## config.mk

```make
export PLATFORM = sky130hd
export DESIGN_NAME = fc_state_tx
export DESIGN_NICKNAME = d
export VERILOG_FILES = /design/src/rtl/fc_state_tx.sv
export SDC_FILE = /design/constraint.sdc
export NUM_CORES = 1
export LEC_CHECK = 0
export BUFFER_PORTS_ARGS = -buffer_cell sky130_fd_sc_hd__buf_2
export CORE_MARGIN = 5
export CORE_UTILIZATION = 42
export CTS_CLUSTER_DIAMETER = 120
export DETAILED_ROUTE_END_ITERATION = 6
export GPL_TIMING_DRIVEN = 0
export PLACE_DENSITY = 0.79
export SLEW_MARGIN = 0
export SYNTH_ARGS = -nofsm -noshare
export SYNTH_HDL_FRONTEND = slang
export SYNTH_SLANG_ARGS = --single-unit
```

## constraint.sdc

```tcl
create_clock -name clk -period 5.4 [get_ports clk]
set_input_delay 0.81 -clock clk [delete_from_list [all_inputs] [get_ports clk]]
set_output_delay 0.81 -clock clk [all_outputs]
set_load 0.01 [all_outputs]
```

## src/rtl/fc_state_tx.sv

```systemverilog
// Transmit-side FC_Port state sequencer: emits link primitives for the effective
// port state and gates client frames onto the link while Active, with hold-off and IFG idles.
package fc_state_pkg;
    typedef enum logic [3:0] {
        AC  = 4'd0,
        LR1 = 4'd1,
        LR2 = 4'd2,
        LR3 = 4'd3,
        LF1 = 4'd4,
        LF2 = 4'd5,
        OL1 = 4'd6,
        OL2 = 4'd7,
        OL3 = 4'd8
    } state_t;
endpackage

module fc_state_tx
    import fc_state_pkg::*;
#(
    parameter int MIN_IDLES = 6,
    parameter int IFG_IDLES = 6,
    parameter int ABORT_W   = 16
) (
    input  logic               clk,
    input  logic               reset,
    input  state_t             rx_state,
    input  logic               local_fault,
    input  logic               lr_req,
    input  logic [31:0]        tx_data,
    input  logic [3:0]         tx_datak,
    input  logic               tx_sop,
    input  logic               tx_eop,
    input  logic               tx_valid,
    output logic               tx_ready,
    output logic [31:0]        data,
    output logic [3:0]         datak,
    output state_t             tx_state,
    output logic [ABORT_W-1:0] abort_count
);
    localparam logic [31:0] W_OLS  = 32'hBC358A55;
    localparam logic [31:0] W_NOS  = 32'hBC55BF45;
    localparam logic [31:0] W_LR   = 32'hBC49BF49;
    localparam logic [31:0] W_LRR  = 32'hBC35BF49;
    localparam logic [31:0] W_IDLE = 32'hBC95B5B5;
    localparam logic [3:0]  K_PRIM = 4'b1000;

    typedef enum logic [2:0] {
        S_HOLD    = 3'd0,
        S_HOLDOFF = 3'd1,
        S_READY   = 3'd2,
        S_FRAME   = 3'd3,
        S_IFG     = 3'd4,
        S_DRAIN   = 3'd5
    } fsm_t;

    fsm_t               r_state;
    fsm_t               w_state_nxt;
    logic [7:0]         r_cnt;
    logic [7:0]         w_cnt_nxt;
    logic               r_lr_ovr;
    logic               r_tx_ready;
    logic [31:0]        r_data;
    logic [3:0]         r_datak;
    state_t             r_tx_state;
    logic [ABORT_W-1:0] r_abort;
    state_t             w_eff;
    logic               w_accept;
    logic               w_abort_inc;
    logic [31:0]        w_data_nxt;
    logic [3:0]         w_datak_nxt;
    logic [31:0]        w_prim;

    // The LR override only applies while the receiver still reports Active.
    assign w_eff    = local_fault ? LF2 :
                      (r_lr_ovr && (rx_state == AC)) ? LR1 : rx_state;
    assign w_accept = tx_valid & r_tx_ready;

    // Primitive word for the effective state
    always_comb begin
        w_prim = W_NOS;
        case (w_eff)
            OL1, LF1: w_prim = W_OLS;
            OL2, LR1: w_prim = W_LR;
            OL3, LF2: w_prim = W_NOS;
            LR2:      w_prim = W_LRR;
            LR3:      w_prim = W_IDLE;
            AC:       w_prim = W_IDLE;
            default:  w_prim = W_NOS;
        endcase
    end

    // Next-state, next link word and abort strobe
    always_comb begin
        w_state_nxt = r_state;
        w_cnt_nxt   = r_cnt;
        w_abort_inc = 1'b0;
        w_data_nxt  = W_IDLE;
        w_datak_nxt = K_PRIM;
        if (w_eff == AC) begin
            case (r_state)
                S_HOLD: begin
                    // The HOLD cycle already contributes one idle to the hold-off.
                    w_state_nxt = S_HOLDOFF;
                    w_cnt_nxt   = 8'(MIN_IDLES - 1);
                end
                S_HOLDOFF, S_IFG: begin
                    if (r_cnt <= 8'd1) begin
                        w_state_nxt = S_READY;
                    end else begin
                        w_cnt_nxt = r_cnt - 8'd1;
                    end
                end
                S_READY, S_FRAME: begin
                    if (w_accept && (tx_sop || (r_state == S_FRAME))) begin
                        w_data_nxt  = tx_data;
                        w_datak_nxt = tx_datak;
                        if (tx_eop) begin
                            w_state_nxt = S_IFG;
                            w_cnt_nxt   = 8'(IFG_IDLES);
                        end else begin
                            w_state_nxt = S_FRAME;
                        end
                    end else begin
                        w_state_nxt = r_state;
                    end
                end
                S_DRAIN: begin
                    if (w_accept && tx_eop) begin
                        w_state_nxt = S_HOLD;
                    end else begin
                        w_state_nxt = S_DRAIN;
                    end
                end
                default: w_state_nxt = S_HOLD;
            endcase
        end else begin
            w_data_nxt = w_prim;
            case (r_state)
                S_FRAME: begin
                    w_abort_inc = 1'b1;
                    if (w_accept && tx_eop) begin
                        w_state_nxt = S_HOLD;
                    end else begin
                        w_state_nxt = S_DRAIN;
                    end
                end
                S_DRAIN: begin
                    if (w_accept && tx_eop) begin
                        w_state_nxt = S_HOLD;
                    end else begin
                        w_state_nxt = S_DRAIN;
                    end
                end
                default: w_state_nxt = S_HOLD;
            endcase
        end
    end

    // State, counters, override and registered link outputs
    always_ff @(posedge clk) begin
        if (reset) begin
            r_state    <= S_HOLD;
            r_cnt      <= 8'd0;
            r_lr_ovr   <= 1'b0;
            r_tx_ready <= 1'b0;
            r_data     <= W_NOS;
            r_datak    <= K_PRIM;
            r_tx_state <= LF2;
            r_abort    <= '0;
        end else begin
            r_state    <= w_state_nxt;
            r_cnt      <= w_cnt_nxt;
            r_tx_ready <= (w_state_nxt == S_READY) || (w_state_nxt == S_FRAME) ||
                          (w_state_nxt == S_DRAIN);
            r_data     <= w_data_nxt;
            r_datak    <= w_datak_nxt;
            r_tx_state <= w_eff;
            if (local_fault || (rx_state != AC)) begin
                r_lr_ovr <= 1'b0;
            end else if (lr_req) begin
                r_lr_ovr <= 1'b1;
            end
            if (w_abort_inc && !(&r_abort)) begin
                r_abort <= r_abort + 1'b1;
            end
        end
    end

    assign tx_ready    = r_tx_ready;
    assign data        = r_data;
    assign datak       = r_datak;
    assign tx_state    = r_tx_state;
    assign abort_count = r_abort;
endmodule

```

==> impl_metrics.ini, run 1 <==
[outcome]
run_status = finished clean

[timing]
fin_worst_skew_ns = 0.0110
fmax_ghz = 0.303
period_share = 0.612
period_needed_ns = 3.31
slew_viol_final = 0
hold_viol = 0
maxSlewHeadroom = 0.361
grt_setup_unrepaired = false
worst-slew-pin-transition_ns = 0.955
setup_tns_ns = 0
setup_viol = 0

[die]
start_util = 0.432
core_sq_um = 6830
top_level_ports = 104
die_w_um = 93.8
dieArea_sq_um = 8800
rows = 30
fp.dieH_um = 93.8

[flow_run]
max_cap_viol_count = 0

[clock_network]
clockRootBuffer = clkbuf_8
h-tree-depth = 3
clock_latency_ns = 0.35
clockBufferDepth = 2
cts_hold_buf = 0
clk_pin_slew_worst_paths_ns = 0.08
clock_sinks = 69
numCtsBuffers = 9
cts_tree = built
cts-resized-gates = 0
post_cts_buffers = 0

[drt]
drtIter0Drc = 141
dr_total_vias = 2710
post-route-drc-count = 0
drtPass1Iterations = 4
wl_per_cell_um = 13.8
ant_nets = 0
drt_wl_total_um = 7430
vias_per_cell = 5.04

[yosys]
synth_seq_cells = 69
syn_nets = 379
synth_area_per_cell_sq_um = 9.11
synth_seq_area_share = 0.468
synth_cell_types = 50
yosysWarnings = 0
synth.most_common_cell = dfxtp_1
ys_top_cells_by_area = dfxtp_1 (47%), nor2_1 (5.3%), nand2_1 (3.6%)
synthTopCellsByCount = dfxtp_1 (69), nor2_1 (42), nand2_1 (28), o21ai_0 (18), a21oi_1 (13)
ys.flop_type = dfxtp_1
syn_inst = 324
synth.cell_area_sq_um = 2950
yosysTopAreaCell = dfxtp_1
ys_async_sr_fraction = 0
synth_edf_count = 0
synth_top_area_share = 0.468

[critical_path]
startpoint_type = input pin
path_max_fanout = 9
cp-end-kind = flip-flop
timing.rr.start = r_lr_ovr
required_ns = 5.67
reg2reg_slack_ns = 2.58
rr_worst_depth = 7
rr_endpoint = r_cnt[5]
critPathArrivalTime_ns = 3.58
crit_type = input pin to flip-flop

[finish]
area.growth.synth_to_final_pct = 28.9
final_area_sq_um = 3800
n_fill_cell = 612
layout.nets = 492
insertedDiodeCount = 0
drive_gt1_frac = 0.292

[hold_path]
whs_path_depth = 2
hp-class = flip-flop to flip-flop
hp-start = abort_count[14]
whs_endpoint = abort_count[14]

[place]
post_dp_cell_area_sq_um = 3580
io_buffers = 102
gp_congestion = 0.841
dp_hpwl_um = 5600

[global_route]
grt_pass1_vias = 2552
grt_pass1_wl_um = 11800
met3_usage = 0.0433
grt_max_degree = 14
met1_usage = 0.200
top_usage_layer = met2
gr-total-overflow = 0
grt.met2_usage = 0.281
track_usage = 0.167
antenna_found_initial = 0

[power_and_ir_drop]
peakVddDrop_mv = 0.0983
p_leak_nw = 1.57
powerDensity_nw_per_um2 = 275
power_mw = 1.05
how the worst max path moves through the flow:
stage | slack [ns] | endpoint | cells after the start | from
6_report | 2.09 | r_cnt[5] | 9 | rx_state[3]
3_3_place_gp | 1.79 | r_cnt[5] | 9 | rx_state[3]
5_1_grt | 1.88 | r_cnt[5] | 9 | rx_state[3]
4_1_cts | 2.05 | r_cnt[5] | 9 | rx_state[3]
2_1_floorplan | 2.19 | abort_count[12] | 10 | rx_state[3]
3_5_place_dp | 1.70 | r_cnt[5] | 9 | rx_state[3]
where the power goes:
part	internal [mW]	switching (mW)
logic	0.0276	0.0343
clock network	0.261	0.205
registers	0.515	0.00243
total	0.804	0.242
cells in the final DEF (no fill, tap or decap), types with 5 or more instances in the layout:
master and count:
a21oi_1 13, nand2_1 28, clkbuf_1 10, nor2_1 42, clkbuf_8 9, nor4_1 5
inv_1 8, o21ai_0 18, o21a_1 6, a211oi_1 5, buf_2 103, and2_1 11
nand3_1 8, xor2_1 9, ha_1 8, dfxtp_1 69, xnor2_1 10, or3_1 11
nor3_1 7
kinds of logic (layout without fill, tap and decap cells):
family                     count (synthesis)  in the layout  synth area share
AOI/OAI and AO/OA                         63             63             0.151
and+or+nand+nor                          141            141             0.250
DFF                                       69             69             0.468
adders and majority gates                  8              8            0.0339
buffers and inverters                     20            138            0.0271
muxes                                      4              4            0.0140
xor gates and xnor gates                  19             19            0.0564
registers in the layout (all words and copies together), names as in the netlist:
signal and cells:
abort_count 16, data 32, datak 4, r_cnt 8, r_lr_ovr 1, r_state 3
tx_ready 1, tx_state 4
final cells by class:
cell class	instances	area [sq um]	area share
multi-input combinational	235	1490	0.392
sequential	69	1380	0.363
timing repair buffer	102	510	0.134
clock buffer	9	124	0.0326
tap	96	120	0.0316
clock inverter	7	97.6	0.0257
buffer	12	50.0	0.0132
inverter	8	30.0	0.00790
per-layer routing:
layer | part of all wire | routed length, um | vias to the layer above
met5 | 0 | 0 | -
met4 | 0.018 | 130 | 0
met3 | 0.084 | 624 | 11
met2 | 0.47 | 3480 | 101
met1 | 0.43 | 3190 | 1231
li1 | - | - | 1367
critical path, cell delays in order:
cell and delay, ns:
buf_2 0.18, nor2_1 0.07, a311o_1 0.41, inv_1 0.13
ha_1 0.30, nor4b_2 0.82, o21ai_4 0.19, or4b_1 0.51
a21oi_1 0.16
through the flow:
stage	hold slack (ns)	worst slack [ns]	utilization	cells
after detailed placement	0.475	1.70	0.524	522
after CTS	0.497	2.05	0.557	538
after global placement	0.467	1.79	0.524	522
final	0.495	2.09	0.557	538
after global routing	0.516	1.88	0.557	538
after floorplan	0.445	2.19	-	324
(Power assumes the default switching activity.)
==> run 2: changes to the inputs <==
Settings changed: PLACE_DENSITY 0.79 to 0.82.
Clock period 5.4 ns to 2.91 ns, I/O delays scaled along.
==> impl_metrics.ini, run 2 (synthesis gave the netlist of run 1 again) <==
[drt]
wl_per_cell_um = 13.6
dr_total_vias = 2748
ant_nets = 0
drtPass1Iterations = 4
post-route-drc-count = 0
drt_wl_total_um = 7340
drtIter0Drc = 167
vias_per_cell = 5.11

[global_route]
track_usage = 0.168
antenna_found_initial = 0
gr-total-overflow = 0
grt_max_degree = 13
grt_pass1_vias = 2554
grt_pass1_wl_um = 11800

[place]
dp_hpwl_um = 5660
io_buffers = 102
pre_cts_ws_ns = -0.393
post_dp_cell_area_sq_um = 3580
gp_congestion = 0.874

[timing]
setup_viol = 0
hold_viol = 0
period_needed_ns = 2.68
period_share = 0.921
slew_viol_final = 0
maxSlewHeadroom = 0.374
fin_worst_skew_ns = 0.00851
fmax_ghz = 0.373
timing.final.ws_setup_ns = 0.229
worst-slew-pin-transition_ns = 0.932
grt_setup_unrepaired = false

[finish]
final_area_sq_um = 3800
area.growth.synth_to_final_pct = 28.9
layout_commonest_cell = buf_2
ff_latch_area_sq_um = 1380
insertedDiodeCount = 0
largest_reg_flops = 32
mostFrequentLayoutCells = buf_2 (103), dfxtp_1 (69), nor2_1 (42)
multi_input_area_sq_um = 1500
drive_gt1_frac = 0.292
layout.nets = 492
n_fill_cell = 615

[hold_path]
whs_path_depth = 2
whs_endpoint = data[15]
hp-start = tx_data[15]
hp-class = input pin to flip-flop

[power_and_ir_drop]
peakVddDrop_mv = 0.176
powerDensity_nw_per_um2 = 504
p_leak_nw = 1.58

[clock_network]
numCtsBuffers = 9
clockBufferDepth = 2
h-tree-depth = 3
clock_sinks = 69
clock_latency_ns = 0.35
clockRootBuffer = clkbuf_8
post_cts_buffers = 0
clk_pin_slew_worst_paths_ns = 0.07
cts_hold_buf = 0
cts_tree = built

[critical_path]
reg2reg_slack_ns = 0.31
slowest_delay_ns = 0.55
required_ns = 3.15
rr_worst_depth = 8
rr_endpoint = abort_count[12]
crit_start = rx_state[3]
path_max_fanout = 10
crit_type = input pin to flip-flop
cp-end-kind = flip-flop
critPathArrivalTime_ns = 2.92
cpMaxStageDelayCell = nor4b_4
timing.rr.start = r_lr_ovr
startpoint_type = input pin
cp_cell_sequence = buf_2 -> nor2_1 -> a311o_1 -> inv_1 -> ha_1 -> nor4b_4 -> clkbuf_1 -> nand2_1 -> o21a_1

[die]
fp.dieH_um = 93.8
die_w_um = 93.8
top_level_ports = 104
start_util = 0.432
core_sq_um = 6830
rows = 30
dieArea_sq_um = 8800

[flow_run]
max_cap_viol_count = 0

[outcome]
run_status = finished clean
-- run 2: critical path, delay by kind of cell --
family / cells / cell delay [ns]
AND/OR/NAND/NOR: 3 / 0.82
AO/OA/AOI/OAI: 2 / 0.63
buffers and inverters: 3 / 0.71
adder cells (fa/ha/maj): 1 / 0.31
-- run 2: repair_timing --
item	CTS	global route
setup endpoints to repair	3	0
resized for setup	1	0
endpoints found under the hold margin	0	0
-- run 2: area by class of cell --
cell class | instances | share of cell area
Buffer | 12 | 0.0132
Clock buffer | 9 | 0.0326
Clock inverter | 7 | 0.0234
Inverter | 8 | 0.00790
Multi-Input combinational cell | 235 | 0.394
Sequential cell | 69 | 0.363
Tap cell | 96 | 0.0316
Timing Repair Buffer | 102 | 0.134
-- run 2: per-layer routing --
layer  vias up  wire length [um]  track usage
li1       1373                 -            -
met1      1253              3080        0.196
met2       111              3420        0.286
met3        11               722       0.0545
met4         0               123       0.0662
met5         -                 0            0
-- run 2: worst max-delay path by stage --
stage                       to  cells after the start  slack (ns)
4_1_cts               r_cnt[5]                      9        0.22
2_1_floorplan  abort_count[12]                     10        0.08
5_1_grt                data[4]                     10        0.05
6_report              data[23]                      9        0.23
3_3_place_gp          r_cnt[5]                      9       -0.31
3_5_place_dp          r_cnt[5]                      9       -0.39
-- run 2: stage by stage --
stage,utilization,std cells,power [mW],setup TNS (ns),hold WS (ns)
6_report,0.557,538,1.92,0,0.271
5_1_grt,0.557,538,2.00,0,0.258
4_1_cts,0.557,538,1.93,0,0.265
3_5_place_dp,0.524,522,1.10,-7.03,0.468
3_3_place_gp,0.524,522,1.09,-3.92,0.465
2_1_floorplan,-,324,1.04,0,0.445
-- run 2: power by group --
part / total (mW) / switching [mW] / leakage (nW) / internal, mW
registers: 0.960 / 0.00460 / 0.559 / 0.956
clock network: 0.840 / 0.361 / 0.113 / 0.479
logic: 0.116 / 0.0645 / 0.910 / 0.0517
